===== src/rtl/deserializador_pkg.sv =====
// Shared definitions for the parametric serial-to-parallel deserializer:
// FSM state encoding, parameter defaults and a saturating counter helper.
package deserializador_pkg;

   // Link FSM state; plain constants keep the encoding visible to legacy tools
   typedef logic [1:0] state_t;
   localparam state_t HUNT   = 2'd0;
   localparam state_t ALIGN  = 2'd1;
   localparam state_t ACTIVE = 2'd2;

   // Parameter defaults for the deserializer top
   localparam int         DEF_WIDTH      = 8;
   localparam logic [7:0] DEF_COMMA      = 8'hBC;
   localparam int         DEF_LOCK_COUNT = 4;
   localparam int         DEF_LOSS_COUNT = 3;

   // Lock and miss counters only need to reach 15
   localparam int CNT_W = 4;

   // Increment that sticks at all-ones instead of wrapping
   function automatic logic [CNT_W-1:0] sat_inc(input logic [CNT_W-1:0] v);
      return (v == '1) ? v : v + 1'b1;
   endfunction

endpackage


===== src/rtl/deserializador_param_comparador_coma.sv =====
// Comma detector: flags when the candidate word equals the alignment symbol.
module comparador_coma
   import deserializador_pkg::*;
#(
   parameter int               WIDTH = DEF_WIDTH,
   parameter logic [WIDTH-1:0] COMMA = WIDTH'(DEF_COMMA)
) (
   input  logic [WIDTH-1:0] i_word,
   output logic             o_match
);

   assign o_match = (i_word == COMMA);

endmodule


===== src/rtl/deserializador_param.sv =====
// Serial-to-parallel deserializer with comma-based word alignment.
// Hunts for the comma on every bit, confirms it on LOCK_COUNT word
// boundaries, then delivers non-comma words and drops lock after
// LOSS_COUNT commas seen off the word boundary.
module deserializador_param
   import deserializador_pkg::*;
#(
   parameter int               WIDTH      = DEF_WIDTH,
   parameter logic [WIDTH-1:0] COMMA      = WIDTH'(DEF_COMMA),
   parameter int               LOCK_COUNT = DEF_LOCK_COUNT,
   parameter int               LOSS_COUNT = DEF_LOSS_COUNT
) (
   input  logic             clk_32f,
   input  logic             reset,
   input  logic             data_in,
   output logic [WIDTH-1:0] data_out,
   output logic             valid_out,
   output logic             active,
   output logic             word_strobe,
   output logic             sync_err
);

   localparam int               BC_W     = $clog2(WIDTH);
   localparam logic [BC_W-1:0]  LAST_BIT = BC_W'(WIDTH - 1);
   localparam logic [CNT_W-1:0] LOCK_TGT = CNT_W'(LOCK_COUNT);
   localparam logic [CNT_W-1:0] LOSS_TGT = CNT_W'(LOSS_COUNT);

   // Registered state
   logic [WIDTH-2:0] r_sr;
   state_t           r_state;
   logic [BC_W-1:0]  r_bit_cnt;
   logic [CNT_W-1:0] r_lock_cnt;
   logic [CNT_W-1:0] r_miss_cnt;
   logic [WIDTH-1:0] r_data;
   logic             r_valid;
   logic             r_active;
   logic             r_strobe;
   logic             r_err;

   // Combinational next-state values
   logic [WIDTH-1:0] w_cw;
   logic             w_is_comma;
   logic             w_boundary;
   state_t           w_state_nxt;
   logic [BC_W-1:0]  w_bit_cnt_nxt;
   logic [CNT_W-1:0] w_lock_nxt;
   logic [CNT_W-1:0] w_miss_nxt;
   logic [CNT_W-1:0] w_lock_inc;
   logic [CNT_W-1:0] w_miss_inc;
   logic             w_valid_nxt;
   logic             w_strobe_nxt;
   logic             w_err_nxt;
   logic             w_load;

   // Candidate word: the last WIDTH-1 stored bits plus the bit on the wire now
   assign w_cw       = {r_sr, data_in};
   assign w_boundary = (r_bit_cnt == LAST_BIT);

   comparador_coma #(
      .WIDTH (WIDTH),
      .COMMA (COMMA)
   ) u_comparador_coma (
      .i_word  (w_cw),
      .o_match (w_is_comma)
   );

   // Alignment FSM and counter next-state decode
   always_comb begin
      // NOTE: every signal driven here gets a default first, so no path can infer a latch.
      w_state_nxt   = r_state;
      w_bit_cnt_nxt = r_bit_cnt;
      w_lock_nxt    = r_lock_cnt;
      w_miss_nxt    = r_miss_cnt;
      w_lock_inc    = sat_inc(r_lock_cnt);
      w_miss_inc    = sat_inc(r_miss_cnt);
      w_valid_nxt   = 1'b0;
      w_strobe_nxt  = 1'b0;
      w_err_nxt     = 1'b0;
      w_load        = 1'b0;

      if (r_state != HUNT) begin
         w_bit_cnt_nxt = w_boundary ? '0 : r_bit_cnt + 1'b1;
      end

      case (r_state)
         HUNT: begin
            if (w_is_comma) begin
               // The comma just ended a word: next sampled bit is bit 0
               w_bit_cnt_nxt = '0;
               w_lock_nxt    = CNT_W'(1);
               if (LOCK_COUNT <= 1) begin
                  w_state_nxt = ACTIVE;
                  w_miss_nxt  = '0;
               end else begin
                  w_state_nxt = ALIGN;
               end
            end
         end
         ALIGN: begin
            if (w_boundary) begin
               w_strobe_nxt = 1'b1;
               if (w_is_comma) begin
                  w_lock_nxt = w_lock_inc;
                  if (w_lock_inc >= LOCK_TGT) begin
                     w_state_nxt = ACTIVE;
                     w_miss_nxt  = '0;
                  end
               end else begin
                  w_state_nxt   = HUNT;
                  w_lock_nxt    = '0;
                  w_bit_cnt_nxt = '0;
               end
            end
         end
         ACTIVE: begin
            if (w_boundary) begin
               w_strobe_nxt = 1'b1;
               if (w_is_comma) begin
                  w_miss_nxt = '0;
               end else begin
                  w_valid_nxt = 1'b1;
                  w_load      = 1'b1;
               end
            end else if (w_is_comma) begin
               // Comma straddling a word boundary: alignment is suspect
               w_err_nxt  = 1'b1;
               w_miss_nxt = w_miss_inc;
               if (w_miss_inc >= LOSS_TGT) begin
                  w_state_nxt   = HUNT;
                  w_lock_nxt    = '0;
                  w_bit_cnt_nxt = '0;
               end
            end
         end
         default: begin
            w_state_nxt   = HUNT;
            w_lock_nxt    = '0;
            w_miss_nxt    = '0;
            w_bit_cnt_nxt = '0;
         end
      endcase
   end

   // State, counters and output registers with asynchronous clear
   always_ff @(posedge clk_32f or posedge reset) begin
      if (reset) begin
         r_sr       <= '0;
         r_state    <= HUNT;
         r_bit_cnt  <= '0;
         r_lock_cnt <= '0;
         r_miss_cnt <= '0;
         r_data     <= '0;
         r_valid    <= 1'b0;
         r_active   <= 1'b0;
         r_strobe   <= 1'b0;
         r_err      <= 1'b0;
      end else begin
         // NOTE: non-blocking assignments so every register updates from the same pre-edge values.
         r_sr       <= w_cw[WIDTH-2:0];
         r_state    <= w_state_nxt;
         r_bit_cnt  <= w_bit_cnt_nxt;
         r_lock_cnt <= w_lock_nxt;
         r_miss_cnt <= w_miss_nxt;
         r_valid    <= w_valid_nxt;
         r_active   <= (w_state_nxt == ACTIVE);
         r_strobe   <= w_strobe_nxt;
         r_err      <= w_err_nxt;
         if (w_load) begin
            r_data <= w_cw;
         end
      end
   end

   assign data_out    = r_data;
   assign valid_out   = r_valid;
   assign active      = r_active;
   assign word_strobe = r_strobe;
   assign sync_err    = r_err;

endmodule


===== config.mk =====
export PLATFORM = sky130hd
export DESIGN_NAME = deserializador_param
export DESIGN_NICKNAME = d
export VERILOG_FILES = /design/src/rtl/deserializador_pkg.sv /design/src/rtl/deserializador_param_comparador_coma.sv /design/src/rtl/deserializador_param.sv
export SDC_FILE = /design/constraint.sdc
export NUM_CORES = 1
export LEC_CHECK = 0
export ABC_AREA = 1
export BUFFER_PORTS_ARGS = -buffer_cell sky130_fd_sc_hd__buf_4
export CAP_MARGIN = 20
export CORE_UTILIZATION = 25
export DETAILED_ROUTE_END_ITERATION = 8
export PLACE_DENSITY = 0.38
export SLEW_MARGIN = 30
export SYNTH_ARGS = -nofsm -noshare
export SYNTH_HDL_FRONTEND = slang
export SYNTH_SLANG_ARGS = --single-unit

===== constraint.sdc =====
create_clock -name clk_32f -period 1.9 [get_ports clk_32f]
set_clock_uncertainty 0.05 [all_clocks]
set_input_delay 0 -clock clk_32f [delete_from_list [all_inputs] [get_ports clk_32f]]
set_output_delay 0 -clock clk_32f [all_outputs]
set_load 0.03 [all_outputs]

==> results_dict.tcl, run 1 <==
set metrics [dict create \
    status "finished clean" \
    grt_pass1_vias 1287 \
    hold_viol_final 0 \
    layout.cells.most_common "nand2_1" \
    rsz0062_at_grt "no" \
    grt_overflow 0 \
    synthTopCellsByArea "dfrtp_1 (50%), nand2_1 (15%), ha_1 (6.3%)" \
    nets 226 \
    relSlewSlack_pct 72.65 \
    clk_transition_reported_paths_ps 70 \
    row_count 28 \
    syn-num-nets 200 \
    gp_congestion 0.8439 \
    worstPathMaxFanout 5 \
    clock_sinks 32 \
    syn_inst 189 \
    fmax_mhz 583.4 \
    start_util_pct 26.47 \
    grt_max_degree 33 \
    synth.distinct_cells 25 \
    register_area_um2 800.8 \
    drc_errors 0 \
    crit_start "r_bit_cnt[0]" \
    setup_slack_ps 186.0 \
    root_buffer "clkbuf_8" \
    port_buffers 14 \
    die_h_um 81.88 \
    die_x_um 81.88 \
    max_cap_violations 0 \
    dpl_worst_slack_ps 145.5 \
    hold_slack_ps 320.5 \
    die_area_um2 6704 \
    route.vias.total 1252 \
    via_per_inst 4.302 \
    antenna_found_initial 0 \
    n_antenna_cell 0 \
    drive_above_1_share_pct 19.44 \
    period_share_pct 90.21 \
    clk_latency_ps 280 \
    grt_util_all_layers_pct 11.69 \
    fill_cells 666 \
    cp_data_required_time_ps 2060 \
    ys_seq_area_share_pct 50.20 \
    area_delta_synth_final_pct 22.04 \
    yosys.area.top_type "dfrtp_1" \
    crit_type "register to register" \
    timing.rr.start "r_bit_cnt[0]" \
    end_kind "register" \
    worstMarginPinSlew_ps 410.2 \
    drtIter0Drc 91 \
    grt_pass1_wl_mm 5.782 \
    fin_setup_tns_ps 0 \
    synth.top_cell.area_share_pct 50.20 \
    h-tree-depth 2 \
    peakVddDrop_uv 458.3 \
    cts_max_path_buffers 2 \
    slew_violations 0 \
    leakage_nw 1.009 \
    wl_per_cell_um 11.32 \
    multi_input_area_um2 710.7 \
    final_cell_mix "nand2_1 (64), dfrtp_1 (32), inv_1 (22)" \
    dr.pass1.iters 4 \
    cts-buffers-inserted 5 \
    hpwl_mm 2.443 \
    cp.arrival_ps 1870 \
    setup_viol 0 \
    cts_tree "built" \
    synth-warning-count 0 \
    syn_area_um2 1595 \
    io_pins 15 \
    stdcell_count 291 \
    crit_path_start_kind "register" \
    power_w 0.002239 \
    syn_avg_cell_area_um2 8.441 \
    power_density_nw_per_um2 1150 \
    antenna_left 0 \
    place_inst 281 \
    totalWireLength_mm 3.295 \
    design.core.area_um2 6026 \
    period_needed_ps 1714 \
    hp-class "input port to asynchronous set/reset pin" \
    synth-seq-cells 32 \
]
-- sequential cells by signal, indices dropped and copies added, names as in the netlist --
signal / cells
data_out: 8
r_sr: 7
r_lock_cnt: 4
r_miss_cnt: 4
r_bit_cnt: 3
r_state: 2
active: 1
sync_err: 1
valid_out: 1
word_strobe: 1
-- layer usage --
layer	vias up	track usage [%]	part of all wire, %
met1	586	13.55	46
met4	0	5.088	1.8
met2	17	19.42	49
met5	-	0	0
li1	644	-	-
met3	5	4.000	3.1
-- critical path, stage by stage (launching register included) --
cell and delay [ps]:
dfrtp_1 400, ha_1 210, ha_1 190, inv_1 170
nand2_1 110, or3b_1 380, o21ai_1 130
-- worst paths after layout --
kind	to	slack, ps	cells after the start
setup / recovery	r_miss_cnt[3]	190	6
hold / removal	word_strobe	320	4
setup reg to reg	r_miss_cnt[3]	190	6
hold reg to reg	r_sr[6]	330	0
max in group asynchronous	r_state[0]	1190	4
min in group clk_32f	r_sr[6]	330	0
-- cells by family after synthesis --
| family | after synthesis | synth area share, % |
|---|---|---|
| xor gates and xnor gates | 2 | 1.098 |
| AOI/OAI and AO/OA | 23 | 8.471 |
| adders and majority gates | 8 | 6.275 |
| buffers and inverters | 23 | 5.412 |
| and+or+nand+nor | 101 | 28.55 |
| DFF | 32 | 50.20 |
-- through the flow --
stage	utilization [%]	cell area [um^2]
final	32.31	1947
after global routing	32.31	1947
after CTS	32.27	1944
after detailed placement	30.15	1817
after global placement	30.15	1817
after floorplan	-	1595
-- power by group --
group	internal, W	switching [W]
Combinational	0.000257	0.000410
Sequential	0.000829	0.000104
Clock	0.000389	0.000250
-- cells in the mapped netlist, drive strengths merged --
cell,count
o21ai,15
o21bai,1
dfrtp,32
nor2,17
nand4,3
nand3b,1
inv,23
xor2,1
or2,2
nor3,1
nand3,8
o211ai,1
ha,8
or3b,1
a21oi,6
nand2,68
xnor2,1
-- final cells by class --
cell class                 instances  share of cell area (%)
clock buffer                       6                   3.728
sequential                        32                   41.13
tap                               75                   4.820
multi-input combinational        134                   36.50
clock inverter                     2                   1.799
timing repair buffer              19                   7.584
inverter                          23                   4.434
-- repair_timing --
| item | in CTS | in global routing |
|---|---|---|
| setup endpoints to repair | 0 | 4 |
| hold endpoints to repair | 34 | 0 |
| gates resized for setup | 0 | 2 |
| buffers inserted | 0 | 0 |
| hold buffers | 2 | 0 |
(Power assumes the default switching activity.)
==> run 2: changes to the inputs <==
--- a/config.mk
+++ b/config.mk
@@ -11,6 +11,7 @@
 export CORE_UTILIZATION = 25
 export DETAILED_ROUTE_END_ITERATION = 8
 export PLACE_DENSITY = 0.38
+export SETUP_SLACK_MARGIN = 0.2
 export SLEW_MARGIN = 30
 export SYNTH_ARGS = -nofsm -noshare
 export SYNTH_HDL_FRONTEND = slang
==> results_dict.tcl, run 2 (synthesis results as in run 1) <==
set metrics [dict create \
    status "finished clean" \
    hpwl_mm 2.443 \
    antenna_found_initial 0 \
    final_area_um2 2051 \
    die_h_um 81.88 \
    start_util_pct 26.47 \
    cts-buffers-inserted 5 \
    place_area_um2 1817 \
    drive_above_1_share_pct 29.46 \
    totalWireLength_mm 3.453 \
    area_delta_synth_final_pct 28.55 \
    clock_sinks 32 \
    period_share_pct 87.19 \
    crit_chain "ha_1 > ha_1 > buf_4 > nor2_2 > nand2_1 > nand2_2 > nand3b_2 > nand2_1 > nor2_1" \
    dpl_worst_slack_ps 145.5 \
    largest_register_ffs 8 \
    io_pins 15 \
    fmax_mhz 603.6 \
    wl_per_cell_um 11.55 \
    critPathTopFamily "simple AND/OR/NAND/NOR gates" \
    n_antenna_cell 0 \
    crit_type "register to register" \
    root_buffer "clkbuf_8" \
    r2r_slack_ps 240 \
    final_cell_mix "nand2_1 (61), dfrtp_1 (30), buf_4 (25)" \
    design.core.area_um2 6026 \
    grt_max_degree 33 \
    cp_num_buf_inv 1 \
    grt_pass1_wl_mm 5.796 \
    grt_util_all_layers_pct 11.71 \
    via_per_inst 4.381 \
    crit_start "r_bit_cnt[0]" \
    end_kind "register" \
    cpPeakStageDelay_ps 380 \
    cpMaxStageDelayCell "dfrtp_1" \
    peakVddDrop_uv 459.9 \
    route.vias.total 1310 \
    clk_transition_reported_paths_ps 70 \
    worstPathMaxFanout 5 \
    cts_tree "built" \
    die_area_um2 6704 \
    cts_max_path_buffers 2 \
    crit_end "r_bit_cnt[0]" \
    h-tree-depth 2 \
    timing.rr.start "r_bit_cnt[0]" \
    layout.cells.most_common "nand2_1" \
    relSlewSlack_pct 72.69 \
    period_needed_ps 1657 \
    nets 234 \
    hp-class "input port to asynchronous set/reset pin" \
    r2r-end "r_bit_cnt[0]" \
    leakage_nw 1.038 \
    dr.pass1.iters 5 \
    cp.depth 9 \
    worstRegToRegCells 9 \
    crit_path_start_kind "register" \
    die_x_um 81.88 \
    cp_data_required_time_ps 2020 \
    drc_errors 0 \
    clk_latency_ps 280 \
    gp_congestion 0.8439 \
    setup_viol 0 \
    power_density_nw_per_um2 1131 \
    drtIter0Drc 82 \
    port_buffers 14 \
    fin_setup_tns_ps 0 \
    row_count 28 \
    rsz0062_at_grt "yes" \
    cp.arrival_ps 1770 \
    worstMarginPinSlew_ps 409.6 \
    hold_viol_final 0 \
    antenna_left 0 \
    grt_pass1_vias 1289 \
    grt_overflow 0 \
    slew_violations 0 \
    max_cap_violations 0 \
    setup_slack_ps 243.3 \
]
-- run 2: what timing repair did --
item,in CTS,in global routing
hold endpoints to repair,34,0
endpoints found under the setup margin,9,14
pin swaps,0,6
gates resized for setup,4,15
hold buffers,2,0
buffers inserted,0,8
-- run 2: per-layer routing --
layer	wire length [um]	vias up	share of wire (%)	GRT usage (%)
li1	-	661	-	-
met1	1597	622	46	13.55
met2	1715	23	50	19.50
met3	113	4	3.3	4.000
met4	26	0	0.75	5.088
met5	0	-	0	0
-- run 2: power breakdown --
| part | switching [W] | internal (W) | total [W] |
|---|---|---|---|
| Combinational | 0.000434 | 0.000314 | 0.000748 |
| Sequential | 0.000102 | 0.000831 | 0.000934 |
| Clock | 0.000249 | 0.000389 | 0.000638 |
-- run 2: metrics by stage --
step	hold slack (ps)	power, W	util [%]	cells
6_report	323.0	0.002320	34.03	299
5_1_grt	327.0	0.002494	34.03	299
4_1_cts	321.9	0.002282	32.35	291
3_5_place_dp	72.82	0.001622	30.15	281
3_3_place_gp	73.62	0.001600	30.15	281
2_1_floorplan	-18.57	0.001390	-	189
-- run 2: area by class of cell --
class / instances / area [um^2]
flip-flops and latches: 32 / 803.3
repair buffers: 27 / 207.7
clock inverters: 2 / 35.03
fillers: 657 / 3975
inverters: 23 / 86.33
multi-input cells: 134 / 752.0
clock buffers: 6 / 72.57
well taps: 75 / 93.84
-- run 2: worst min-delay path by stage --
stage	slack, ps	to
finish	320	r_miss_cnt[0]
detailed placement	70	word_strobe
global route	330	r_sr[0]
global placement	70	r_lock_cnt[2]
CTS	320	r_sr[1]
floorplan	-20	r_sr[0]
-- run 2: worst min-delay path, stage by stage --
cell and delay [ps]:
dlygate4sd3_1 540, buf_4 130, inv_1 40, buf_4 360
==> run 3: changes to the inputs <==
--- a/config.mk
+++ b/config.mk
@@ -9,8 +9,8 @@
 export BUFFER_PORTS_ARGS = -buffer_cell sky130_fd_sc_hd__buf_4
 export CAP_MARGIN = 20
 export CORE_UTILIZATION = 25
+export CTS_BUF_LIST = sky130_fd_sc_hd__clkbuf_4 sky130_fd_sc_hd__clkbuf_8
 export DETAILED_ROUTE_END_ITERATION = 8
-export PLACE_DENSITY = 0.38
 export SETUP_SLACK_MARGIN = 0.2
 export SLEW_MARGIN = 30
 export SYNTH_ARGS = -nofsm -noshare
==> results_dict.tcl, run 3 (synthesis results as in run 1) <==
set metrics [dict create \
    antenna_found_initial 0 \
    cpMaxStageDelayCell "dfrtp_2" \
    max_cap_violations 0 \
    power_frac_seq_pct 43.4 \
    peakVddDrop_uv 561.4 \
    gp_congestion 0.8120 \
    cpPeakStageDelay_ps 440 \
    clk_transition_reported_paths_ps 70 \
    grt_overflow 0 \
    via_per_inst 4.336 \
    fill_cells 650 \
    hold_viol_final 0 \
    cp_common_cell "nor2_2" \
    worstPathMaxFanout 5 \
    totalWireLength_mm 3.083 \
    period_needed_ps 1613 \
    cts_max_path_buffers 2 \
    fin_setup_tns_ps 0 \
    power_frac_clock_pct 24.0 \
    worstMarginPinSlew_ps 411.5 \
    grt_max_degree 33 \
    relSlewSlack_pct 72.56 \
    nets 230 \
    route.vias.total 1279 \
    drc_errors 0 \
    row_count 28 \
    slew_violations 0 \
    design.core.area_um2 6026 \
    n_antenna_cell 0 \
    power_density_nw_per_um2 1073 \
    met2_usage_pct 15.70 \
    use_met3_pct 4.333 \
    die_area_um2 6704 \
    io_pins 15 \
    power_w 0.002129 \
    status "finished clean" \
    internal-power_w 0.001361 \
    grt_util_all_layers_pct 10.05 \
    power_frac_comb_pct 32.7 \
    hold_slack_ps 298.7 \
    critPathTopFamily "simple AND/OR/NAND/NOR gates" \
    cts-buffers-inserted 5 \
    hp-class "input port to asynchronous set/reset pin" \
    cp_num_buf_inv 0 \
    rsz0062_at_grt "yes" \
    die_x_um 81.88 \
    die_h_um 81.88 \
    hpwl_mm 2.203 \
    crit_chain "ha_2 > xor2_1 > nor2_2 > nand2_2 > a21oi_1 > nor2_2 > nor2_2 > nor2_1" \
    grt_pass1_wl_mm 4.850 \
    root_buffer "clkbuf_8" \
    grt_pass1_vias 1104 \
    switching_share_pct 36.08 \
    leakage_nw 1.012 \
    crit_type "register to register" \
    drtIter0Drc 24 \
    final_cell_mix "nand2_1 (61), dfrtp_1 (31), buf_4 (21)" \
    largest_register_ffs 8 \
    clock_sinks 32 \
    area_delta_synth_final_pct 24.39 \
    clk_latency_ps 280 \
    dpl_worst_slack_ps 186.5 \
    top_usage_layer "met2" \
    drive_above_1_share_pct 27.73 \
    wl_per_cell_um 10.45 \
    period_share_pct 84.90 \
    h-tree-depth 2 \
    setup_viol 0 \
    layout.cells.most_common "nand2_1" \
    port_buffers 14 \
    fmax_mhz 619.9 \
    cp_data_required_time_ps 2030 \
    dr.pass1.iters 4 \
    r2r_slack_ps 290 \
    setup_slack_ps 286.9 \
    end_kind "register" \
    p_sw_w 0.0007683 \
    cts_tree "built" \
    cp.arrival_ps 1740 \
    gr-usage-met1_pct 11.38 \
    crit_path_start_kind "register" \
    start_util_pct 26.47 \
    antenna_left 0 \
]
## run 3: metrics by stage
| stage | instances | util [%] | instance area (um^2) |
|---|---|---|---|
| after floorplan | 189 | - | 1595 |
| after global placement | 281 | 30.15 | 1817 |
| after detailed placement | 281 | 30.15 | 1817 |
| after CTS | 291 | 31.98 | 1927 |
| after global routing | 295 | 32.93 | 1984 |
| final | 295 | 32.93 | 1984 |
## run 3: power groups by stage
stage	registers [W]	clock network, W	logic [W]
floorplan	0.00110	0	0.000289
detailed placement	0.000941	0	0.000668
global placement	0.000936	0	0.000659
CTS	0.000929	0.000531	0.000673
global route	0.000942	0.000563	0.000767
finish	0.000923	0.000510	0.000696
## run 3: area by class of cell
| type | count | area (um^2) | share of cell area, % |
|---|---|---|---|
| Inverter | 23 | 86.33 | 4.351 |
| Clock buffer | 5 | 68.82 | 3.468 |
| Clock inverter | 3 | 18.77 | 0.9458 |
| Tap cell | 75 | 93.84 | 4.729 |
| Multi-Input combinational cell | 134 | 737.0 | 37.14 |
| Timing Repair Buffer | 23 | 177.7 | 8.953 |
| Sequential cell | 32 | 802.0 | 40.42 |
## run 3: metal layers
layer	vias up	wire length, um
met1	588	1457
met3	7	144
met2	25	1405
li1	659	-
met4	0	76
met5	-	0
## run 3: what timing repair did
item,CTS,global route
pin swaps,0,1
hold buffers,2,0
endpoints found under the setup margin,7,14
buffers inserted,0,4
endpoints found under the hold margin,34,0
resized for setup,2,14
## run 3: path summary, 6_finish.rpt
check                                   start  cells after the start       endpoint
worst max-delay path            r_miss_cnt[0]                      8         active
worst min-delay path                    reset                      4  r_lock_cnt[0]
worst max register to register  r_miss_cnt[0]                      8         active
worst min register to register        r_sr[5]                      0        r_sr[6]
max in group asynchronous               reset                      4  r_miss_cnt[0]
min in group clk_32f                  r_sr[5]                      0        r_sr[6]
## run 3: worst register-to-register path: stages, from the launching register on
cell	delay, ps
dfrtp_2	440
ha_2	240
xor2_1	170
nor2_2	160
nand2_2	80
a21oi_1	160
nor2_2	60
nor2_2	100
nor2_1	50
